[config.mk]
export PLATFORM = sky130hd
export DESIGN_NAME = irq_dispatch_flat
export DESIGN_NICKNAME = d
export VERILOG_FILES = /design/src/rtl/vic_pkg.sv /design/src/rtl/irq_dispatch_if.sv /design/src/rtl/irq_pend_slot.sv /design/src/rtl/irq_dispatch.sv /design/src/flat_wrapper.sv
export SDC_FILE = /design/constraint.sdc
export NUM_CORES = 1
export LEC_CHECK = 0
export CORE_MARGIN = 2
export CORE_UTILIZATION = 50
export CTS_CLUSTER_DIAMETER = 200
export DETAILED_ROUTE_END_ITERATION = 6
export DONT_BUFFER_PORTS = 1
export PLACE_DENSITY = 0.67
export SYNTH_ARGS = -nofsm -noshare
export SYNTH_HDL_FRONTEND = slang
export SYNTH_SLANG_ARGS = --single-unit
export TNS_END_PERCENT = 50
[constraint.sdc]
create_clock -name i_clk -period 2.8 [get_ports i_clk]
set_clock_uncertainty 0.1 [all_clocks]
set_input_delay 0.28 -clock i_clk [delete_from_list [all_inputs] [get_ports i_clk]]
set_output_delay 0.28 -clock i_clk [all_outputs]
set_load 0.005 [all_outputs]
[src/rtl/vic_pkg.sv]
// Shared definitions for the interrupt dispatcher: FSM states, request-number width,
// reset vector base and the vector address helper.
package vic_pkg;

    localparam int VIC_NUM_IRQ = 31;
    localparam int VIC_ADDR_W  = 5;
    localparam logic [31:0] VIC_VEC_BASE_RST = 32'h0000_0100;

    // The one address above the valid range marks a spurious request.
    localparam logic [VIC_ADDR_W-1:0] VIC_SPUR_ADDR = VIC_ADDR_W'(VIC_NUM_IRQ);

    typedef enum logic [2:0] {
        ST_IDLE,
        ST_PENDING,
        ST_ENTRY,
        ST_SERVICE,
        ST_EXIT
    } state_t;

    // Vector slots are one 32-bit word apart; the sum wraps modulo 2^32.
    function automatic logic [31:0] vec_addr(input logic [31:0] base,
                                             input logic [VIC_ADDR_W-1:0] num);
        return base + {{(30 - VIC_ADDR_W){1'b0}}, num, 2'b00};
    endfunction

endpackage

[src/rtl/irq_dispatch_if.sv]
// Bundle of the controller/CPU-facing signals of irq_dispatch plus a debug view of the FSM state.
interface irq_dispatch_if;
    import vic_pkg::*;

    // Handshake: i_irq_req is a valid-only strobe (no ready); i_irq_addr is valid whenever
    // i_irq_req is high and is sampled at every rising edge. o_take and o_ret are one-cycle strobes.
    logic                  i_irq_req;
    logic [VIC_ADDR_W-1:0] i_irq_addr;
    logic                  i_gie;
    logic                  i_instr_done;
    logic [31:0]           i_pc;
    logic                  i_reti;
    logic                  i_base_we;
    logic [31:0]           i_base;

    logic                  o_in_service;
    logic [VIC_ADDR_W-1:0] o_irq_num;
    logic                  o_take;
    logic [31:0]           o_vector_pc;
    logic                  o_ret;
    logic [31:0]           o_ret_pc;
    logic                  o_overrun;
    logic                  o_spurious;
    state_t                o_state;

    modport master (
        output i_irq_req, i_irq_addr, i_gie, i_instr_done, i_pc, i_reti, i_base_we, i_base,
        input  o_in_service, o_irq_num, o_take, o_vector_pc, o_ret, o_ret_pc,
               o_overrun, o_spurious, o_state
    );

    modport slave (
        input  i_irq_req, i_irq_addr, i_gie, i_instr_done, i_pc, i_reti, i_base_we, i_base,
        output o_in_service, o_irq_num, o_take, o_vector_pc, o_ret, o_ret_pc,
               o_overrun, o_spurious, o_state
    );

endinterface

[src/rtl/irq_pend_slot.sv]
// One-deep pending-request latch. A push into a full slot that is not being popped
// is dropped and raises the sticky overrun flag.
module irq_pend_slot
    import vic_pkg::*;
(
    input  logic                  clk_i,
    input  logic                  rst_ni,
    input  logic                  push_i,
    input  logic [VIC_ADDR_W-1:0] push_addr_i,
    input  logic                  pop_i,
    output logic                  valid_nxt_o,
    output logic [VIC_ADDR_W-1:0] addr_o,
    output logic                  overrun_o
);

    logic                  valid_q, valid_d;
    logic [VIC_ADDR_W-1:0] addr_q, addr_d;
    logic                  overrun_q, overrun_d;

    // Pop takes effect first, so a push in the consuming cycle refills the slot.
    always_comb begin
        valid_d   = valid_q;
        addr_d    = addr_q;
        overrun_d = overrun_q;
        if (pop_i) begin
            valid_d = 1'b0;
        end
        if (push_i) begin
            if (valid_q && !pop_i) begin
                overrun_d = 1'b1;
            end else begin
                valid_d = 1'b1;
                addr_d  = push_addr_i;
            end
        end
    end

    always_ff @(posedge clk_i) begin
        if (!rst_ni) begin
            valid_q   <= 1'b0;
            addr_q    <= '0;
            overrun_q <= 1'b0;
        end else begin
            valid_q   <= valid_d;
            addr_q    <= addr_d;
            overrun_q <= overrun_d;
        end
    end

    assign valid_nxt_o = valid_d;
    assign addr_o      = addr_q;
    assign overrun_o   = overrun_q;

endmodule

[src/rtl/irq_dispatch.sv]
// Interrupt dispatcher: waits for an instruction boundary with interrupts enabled,
// redirects the CPU to the vector table entry and returns to the saved PC on reti.
module irq_dispatch
    import vic_pkg::*;
#(
    parameter logic [31:0] VEC_BASE_RST = VIC_VEC_BASE_RST
) (
    input  logic         i_clk,
    input  logic         i_rst,
    irq_dispatch_if.slave bus
);

    state_t                state_q, state_d;
    logic [31:0]           base_q;
    logic [31:0]           saved_pc_q;
    logic [VIC_ADDR_W-1:0] irq_num_q;
    logic                  in_service_q;
    logic                  spurious_q;

    logic                  req_spur;
    logic                  req_ok;
    logic                  pop;
    logic                  slot_valid_nxt;
    logic [VIC_ADDR_W-1:0] slot_addr;
    logic                  overrun;

    assign req_spur = bus.i_irq_req && (bus.i_irq_addr == VIC_SPUR_ADDR);
    assign req_ok   = bus.i_irq_req && !req_spur;
    assign pop      = (state_q == ST_PENDING) && bus.i_gie && bus.i_instr_done;

    irq_pend_slot u_slot (
        .clk_i       (i_clk),
        .rst_ni      (i_rst),
        .push_i      (req_ok),
        .push_addr_i (bus.i_irq_addr),
        .pop_i       (pop),
        .valid_nxt_o (slot_valid_nxt),
        .addr_o      (slot_addr),
        .overrun_o   (overrun)
    );

    always_comb begin
        state_d = state_q;
        case (state_q)
            ST_IDLE:    if (slot_valid_nxt) state_d = ST_PENDING;
            ST_PENDING: if (pop) state_d = ST_ENTRY;
            ST_ENTRY:   state_d = ST_SERVICE;
            ST_SERVICE: if (bus.i_reti) state_d = ST_EXIT;
            // A request accepted during EXIT itself must still be picked up.
            ST_EXIT:    state_d = slot_valid_nxt ? ST_PENDING : ST_IDLE;
            default:    state_d = ST_IDLE;
        endcase
    end

    always_ff @(posedge i_clk) begin
        if (!i_rst) begin
            state_q      <= ST_IDLE;
            base_q       <= VEC_BASE_RST;
            saved_pc_q   <= '0;
            irq_num_q    <= '0;
            in_service_q <= 1'b0;
            spurious_q   <= 1'b0;
        end else begin
            state_q      <= state_d;
            in_service_q <= (state_d == ST_ENTRY) || (state_d == ST_SERVICE);
            if (pop) begin
                irq_num_q <= slot_addr;
            end
            if (state_q == ST_ENTRY) begin
                saved_pc_q <= bus.i_pc;
            end
            if (bus.i_base_we) begin
                base_q <= bus.i_base;
            end
            if (req_spur) begin
                spurious_q <= 1'b1;
            end
        end
    end

    // The vector is formed from the registered base, so a base write in ENTRY lands afterwards.
    assign bus.o_take       = (state_q == ST_ENTRY);
    assign bus.o_vector_pc  = bus.o_take ? vec_addr(base_q, irq_num_q) : '0;
    assign bus.o_ret        = (state_q == ST_EXIT);
    assign bus.o_ret_pc     = bus.o_ret ? saved_pc_q : '0;
    assign bus.o_in_service = in_service_q;
    assign bus.o_irq_num    = irq_num_q;
    assign bus.o_overrun    = overrun;
    assign bus.o_spurious   = spurious_q;
    assign bus.o_state      = state_q;

endmodule

[src/flat_wrapper.sv]
// flat-port wrapper written by rule: the top's interface ports become plain ports
module irq_dispatch_flat import vic_pkg::*;
#(
    parameter logic [31:0] VEC_BASE_RST = VIC_VEC_BASE_RST
)
  (i_clk, i_rst, bus_i_irq_req, bus_i_irq_addr, bus_i_gie, bus_i_instr_done, bus_i_pc, bus_i_reti, bus_i_base_we, bus_i_base, bus_o_in_service, bus_o_irq_num, bus_o_take, bus_o_vector_pc, bus_o_ret, bus_o_ret_pc, bus_o_overrun, bus_o_spurious, bus_o_state);
  irq_dispatch_if bus_i ();
  input  logic i_clk;
  input  logic i_rst;
  input wire logic [$bits(bus_i.i_irq_req)-1:0] bus_i_irq_req;
  input wire logic [$bits(bus_i.i_irq_addr)-1:0] bus_i_irq_addr;
  input wire logic [$bits(bus_i.i_gie)-1:0] bus_i_gie;
  input wire logic [$bits(bus_i.i_instr_done)-1:0] bus_i_instr_done;
  input wire logic [$bits(bus_i.i_pc)-1:0] bus_i_pc;
  input wire logic [$bits(bus_i.i_reti)-1:0] bus_i_reti;
  input wire logic [$bits(bus_i.i_base_we)-1:0] bus_i_base_we;
  input wire logic [$bits(bus_i.i_base)-1:0] bus_i_base;
  output wire logic [$bits(bus_i.o_in_service)-1:0] bus_o_in_service;
  output wire logic [$bits(bus_i.o_irq_num)-1:0] bus_o_irq_num;
  output wire logic [$bits(bus_i.o_take)-1:0] bus_o_take;
  output wire logic [$bits(bus_i.o_vector_pc)-1:0] bus_o_vector_pc;
  output wire logic [$bits(bus_i.o_ret)-1:0] bus_o_ret;
  output wire logic [$bits(bus_i.o_ret_pc)-1:0] bus_o_ret_pc;
  output wire logic [$bits(bus_i.o_overrun)-1:0] bus_o_overrun;
  output wire logic [$bits(bus_i.o_spurious)-1:0] bus_o_spurious;
  output wire logic [$bits(bus_i.o_state)-1:0] bus_o_state;
  assign bus_i.i_irq_req = bus_i_irq_req;
  assign bus_i.i_irq_addr = bus_i_irq_addr;
  assign bus_i.i_gie = bus_i_gie;
  assign bus_i.i_instr_done = bus_i_instr_done;
  assign bus_i.i_pc = bus_i_pc;
  assign bus_i.i_reti = bus_i_reti;
  assign bus_i.i_base_we = bus_i_base_we;
  assign bus_i.i_base = bus_i_base;
  assign bus_o_in_service = bus_i.o_in_service;
  assign bus_o_irq_num = bus_i.o_irq_num;
  assign bus_o_take = bus_i.o_take;
  assign bus_o_vector_pc = bus_i.o_vector_pc;
  assign bus_o_ret = bus_i.o_ret;
  assign bus_o_ret_pc = bus_i.o_ret_pc;
  assign bus_o_overrun = bus_i.o_overrun;
  assign bus_o_spurious = bus_i.o_spurious;
  assign bus_o_state = bus_i.o_state;
  irq_dispatch #(.VEC_BASE_RST(VEC_BASE_RST)) u_core (.i_clk(i_clk), .i_rst(i_rst), .bus(bus_i));
endmodule
# ---- Word-level counts from Yosys, hierarchy flattened
# Index checks and enable logic that the tools add are counted.
dict set report classes {
  eq_ne 7
  n_reduce_logical 11
  mux 10
  n_bitwise 1
  n_addsub 1
}
# operator count
set op_table {}
lappend op_table {{32-bit two-way mux} 2}
lappend op_table {{32-bit by 7-bit adder with 32-bit output} 1}
lappend op_table {{3-bit one-hot mux with 5 select lines} 1}
lappend op_table {{3-bit by 2-bit equality test with 1-bit output (second input constant)} 4}
lappend op_table {{3-bit two-way mux} 3}
lappend op_table {{5-bit equality test (second input constant)} 1}
lappend op_table {{1-bit logical AND} 5}
lappend op_table {{1-bit two-way mux} 4}
lappend op_table {{2-bit AND reduction} 2}
lappend op_table {{3-bit by 1-bit equality test with 1-bit output (second input constant)} 1}
lappend op_table {{3-bit equality test (second input constant)} 1}
lappend op_table {{3-bit zero test} 1}
lappend op_table {{1-bit zero test} 2}
lappend op_table {{1-bit logical OR} 1}
lappend op_table {{1-bit inverter} 1}
dict set report totals {
  register_bits 81
  wordCells 39
  output_inout_bits 77
  input_bits 76
}

# ---- Logic depth before layout (Yosys ltp)
dict set report depth {
  word_depth 11
  ltp_mapped 9
  ltp_nobuf 8
}

# ---- Hierarchy
# From an unflattened synthesis, not the netlist that was laid out.
dict set report unflattened {
  cells_unflattened 491
  area_unflattened_um2 4200.3
}
# mod area_each_um2 instances cells_per_inst seq_area_each_um2
set by_module_without_submodules {}
lappend by_module_without_submodules {irq_dispatch 3915.0 1 461 1481.4}
lappend by_module_without_submodules {irq_pend_slot 285.3 1 30 140.1}

# ---- Worst setup path before layout
# Ideal clock, no wire load.
dict set report synth_path {
  path_type {flip-flop to output port}
  start {reg u_core.irq_num_q[0], in the netlist u_core.bus.o_irq_num[0]}
  end {out bus_o_vector_pc[26]}
  arrival_ps 1959
  slack_ps 461
  required_time_ps 2420
  path_stages_with_launch 10
  path_cell_list {dfxtp_1 > ha_1 > inv_1 > fa_1 > nor2b_1 > o31a_1 > clkbuf_8 > nor2_1 > or3_1 > a21oi_1}
}
dict set report synth_between {
  elab_chain_cells 2
}
# element line
set synth_rtl {}
lappend synth_rtl {{start, declared} irq_dispatch.sv:16} ;# logic [VIC_ADDR_W-1:0] irq_num_q;
lappend synth_rtl {{start signal, assigned} irq_dispatch.sv:67} ;# irq_num_q <= slot_addr;
lappend synth_rtl {{32-bit by 7-bit adder with 32-bit output} vic_pkg.sv:23} ;# return base + {{(30 - VIC_ADDR_W){1'b0}}, num, 2'b00};
lappend synth_rtl {{32-bit two-way mux} irq_dispatch.sv:83} ;# assign bus.o_vector_pc = bus.o_take ? vec_addr(base_q, irq_num_q) : '0;
lappend synth_rtl {{end, declared} flat_wrapper.sv:21} ;# output wire logic [$bits(bus_i.o_vector_pc)-1:0] bus_o_vector_pc;
# No other way between the ends.

# ---- Worst setup path in the final report
dict set report layout_path {
  start {reg u_core.irq_num_q[0], in the netlist u_core.bus.o_irq_num[0]}
  end {out bus_o_vector_pc[30]}
}
# The elaborated chain is that of the path after synthesis.

==> key figures <==
Run status
  – Outcome: finished clean

Synth
  – Netlist cell types: 53
  – Synthesis warning total: 0
  – Seq cells post-synth: 81
  – Post-Syn Nets: ~570
  – Ys async rst share: 0
  – Syn_area_per_cell: just under 9 sq um
  – EDFF count, synth: 0
  – Mapped cell area: around 4300 sq um
  – Sequential area share after synthesis: 0.3815
  – Ys flop type: dfxtp_1
  – Syn Inst Count: 490

Clock tree
  – H-tree Lvls: 3
  – Total CTS buffers: 9
  – Clk buf depth: 2
  – CTS tree: built
  – CTS clock-pin slew for the worst setup and hold paths: 0.08 ns
  – Root Driver: clkbuf_8
  – CTS sink count: 81
  – Insertion delay to the later sink of the worst-skew pair: approximately 0.34 ns

Floorplan
  – Top-Level Pins: 153
  – Die H: roughly 96 um
  – Core Footprint: approximately 8200 sq um
  – Die Area: 9254 sq um
  – Die width: just under 100 um
  – FP Rows: 33
  – Initial Utilization: 0.5173

Global routing
  – First-pass GRT wire length: 15.21 mm
  – Gr ovfl total: 0
  – Pin count of the biggest net entering global routing: 80
  – Initial antenna violation count: 0
  – Vias in the first global route: between 3000 and 4000
  – GRT Total Usage: 0.2125

Worst setup path
  – Data arrival, critical path: 2.26 ns
  – Crit. Startpoint: u_core.bus.o_irq_num[0]
  – Crit Reg-Reg Endpoint: u_core.saved_pc_q[23]
  – Critical-path maximum fanout: 5
  – End point of the critical path: bus_o_vector_pc[30]
  – Critical path capture point type: primary output
  – CP Launch Type: flop
  – R2R Setup Slk: 0.49 ns
  – Crit Path Class: reg -> out
  – Worst reg2reg path depth: 6
  – Worst EP required: between 2 and 2.5 ns
  – R2R Path Start: u_core.bus.o_state[1]

Layout
  – Layout net count: around 610
  – Most frequent cells in the layout: nand2_1 (81), dfxtp_1 (80), dlygate4sd3_1 (46)
  – Area Growth Syn to Fin: 18.66%
  – # fillers: between 700 and 800
  – N_diodes: 0
  – Post-route design area: slightly above 5000 sq um
  – Non-Filler Instances: 636
  – Most common cell after layout, fill and taps aside: nand2_1
  – Share of layout cells above drive strength 1: 0.08098

Pwr
  – Maximum VDD drop: 324.7 uV
  – Combinational cell fraction of total power: 0.098
  – Switching Share: 0.2415
  – Leak: roughly 1.9 nW
  – Seq pwr share: 0.516
  – P_sw: 0.0005854 W
  – Clk pwr share: 0.385
  – Power Dens Cells: a little under 500 nW/um^2
  – Internal Power: roughly 0.0018 W

Timing
  – Final period utilization: 0.9428
  – Unrepaired setup endpoints after global routing: false
  – Final Hold Viols: 0
  – Final Setup Violations: 0
  – Slew HR: 0.5705
  – Setup tns final: 0 ns
  – Tmin final: 2.640 ns
  – Max Clock Freq: 378.8 MHz
  – Max-slew violations: 0
  – Worst-margin pin slew: 0.6443 ns

Placement
  – Placed Instance Area: 4274 sq um
  – Hpwl dp: 6.712 mm
  – Placer Congestion: 0.7680
  – DP Cell Count: 571
  – Port bufs: 0

Routing
  – Drt via density: 5.447
  – Total wire length: around 10 mm
  – DRC Markers: 0
  – Vias: around 3500
  – DRT iter0 DRCs: 95
  – Final ANT Viol Nets: 0
  – Drt pass-1 iters: 4
  – WL/cell: between 15 and 20 um

Worst hold path
  – HP Class: in -> reg

Flow run
  – Maxcap violations: 0
==> repair_timing <==
| item | in CTS | in global routing |
|---|---|---|
| setup buffers | 1 | 1 |
| pin swaps | 1 | 1 |
| endpoints found under the hold margin | 79 | 2 |
| endpoints found under the setup margin | 7 | 17 |
| hold buffers | 45 | 2 |
| gates resized for setup | 4 | 8 |
==> worst max-delay path: stages (launching register included) <==
cell     delay [ns]
dfxtp_4        0.36
ha_1           0.16
inv_1          0.06
fa_2           0.36
nor2b_4        0.13
o31a_1         0.14
buf_6          0.12
o21ai_4        0.07
or3_4          0.36
a21oi_2        0.16
==> layout make-up <==
class                   instances  area, sq um  share of cell area
multi-input cells             372         2487              0.4932
flip-flops and latches         81         1625              0.3223
repair buffers                 55        555.5              0.1101
well taps                     105        131.4             0.02605
clock buffers                  10        127.6             0.02530
clock inverters                 6        90.09             0.01786
inverters                       7        26.28            0.005210
==> registers in the layout (all words and copies together) (netlist names) <==
name	cells
u_core.saved_pc_q	32
u_core.u_slot.overrun_o	1
u_core.base_q	32
u_core.u_slot.addr_o	5
u_core.bus.o_irq_num	5
u_core.bus.o_state	3
u_core.bus.o_spurious	1
u_core.u_slot.valid_q	1
u_core.bus.o_in_service	1
==> kinds of logic (layout without fill, tap and decap cells) <==
logic type | after synthesis | in the layout | share of synthesized area
compound gates | 88 | 88 | 0.1587
flops | 81 | 81 | 0.3815
mux | 37 | 37 | 0.08714
xor+xnor | 19 | 19 | 0.03915
fa+ha+maj | 6 | 6 | 0.01943
simple gates | 222 | 222 | 0.2708
buf+inv | 37 | 78 | 0.04327
==> power groups by stage <==
stage	combinational (W)	sequential [W]	clock [W]
floorplan	0.000166	0.00126	0
global placement	0.000161	0.00128	0
detailed placement	0.000166	0.00128	0
CTS	0.000235	0.00125	0.000951
global route	0.000263	0.00126	0.00102
finish	0.000238	0.00125	0.000934
==> per-stage QoR <==
stage / utilization / total power (W) / hold WS (ns) / worst slack (ns)
6_report: 0.6138 / 0.002424 / 0.01141 / 0.1602
5_1_grt: 0.6138 / 0.002542 / 0.0008024 / 0.006959
4_1_cts: 0.6061 / 0.002437 / 0.0001311 / 0.01032
3_5_place_dp: 0.5202 / 0.001445 / 0.2539 / 0.2129
3_3_place_gp: 0.5202 / 0.001437 / 0.2527 / 0.2554
2_1_floorplan: - / 0.001429 / 0.3085 / 0.4608
==> routing by layer <==
| layer | GRT usage | vias up | part of all wire |
|---|---|---|---|
| li1 | - | 1730 | - |
| met1 | 0.2762 | 1610 | 0.45 |
| met2 | 0.3333 | 107 | 0.47 |
| met3 | 0.05560 | 17 | 0.065 |
| met4 | 0.08810 | 0 | 0.018 |
| met5 | 0 | - | 0 |
==> worst min path at each step <==
| stage | startpoint | endpoint | slack [ns] | cells after the start |
|---|---|---|---|---|
| 2_1_floorplan | bus_i_base[8] | u_core.base_q[8] | 0.31 | 2 |
| 3_3_place_gp | i_rst | u_core.base_q[8] | 0.25 | 1 |
| 3_5_place_dp | i_rst | u_core.base_q[8] | 0.25 | 1 |
| 4_1_cts | bus_i_base[27] | u_core.base_q[27] | 0.0001 | 2 |
| 5_1_grt | bus_i_base[23] | u_core.base_q[23] | 0.0008 | 2 |
| 6_report | bus_i_base[9] | u_core.base_q[9] | 0.01 | 2 |
==> Yosys cell counts, types with 2 or more instances <==
master	number	share of area
dfxtp_1	81	0.38
nand2_1	81	0.072
nor2b_1	40	0.059
a21boi_0	39	0.069
mux2i_1	37	0.087
and2_1	34	0.050
nor2_1	31	0.027
clkbuf_1	13	0.011
a21oi_1	11	0.013
nand3_1	11	0.013
xnor2_1	10	0.021
xor2_1	9	0.019
buf_2	7	0.0082
inv_1	7	0.0062
o21ai_0	6	0.0071
and3_1	5	0.0074
and4_1	5	0.010
ha_1	5	0.015
o2111ai_1	5	0.010
o21a_1	5	0.0088
a211oi_1	4	0.0071
buf_1	4	0.0035
a31o_1	2	0.0041
a31oi_1	2	0.0029
a41o_1	2	0.0047
and4_4	2	0.0053
clkbuf_8	2	0.0065
nand4_1	2	0.0029
nor3_1	2	0.0024
o211ai_1	2	0.0035
or3_1	2	0.0029
(Power assumes the default switching activity.)
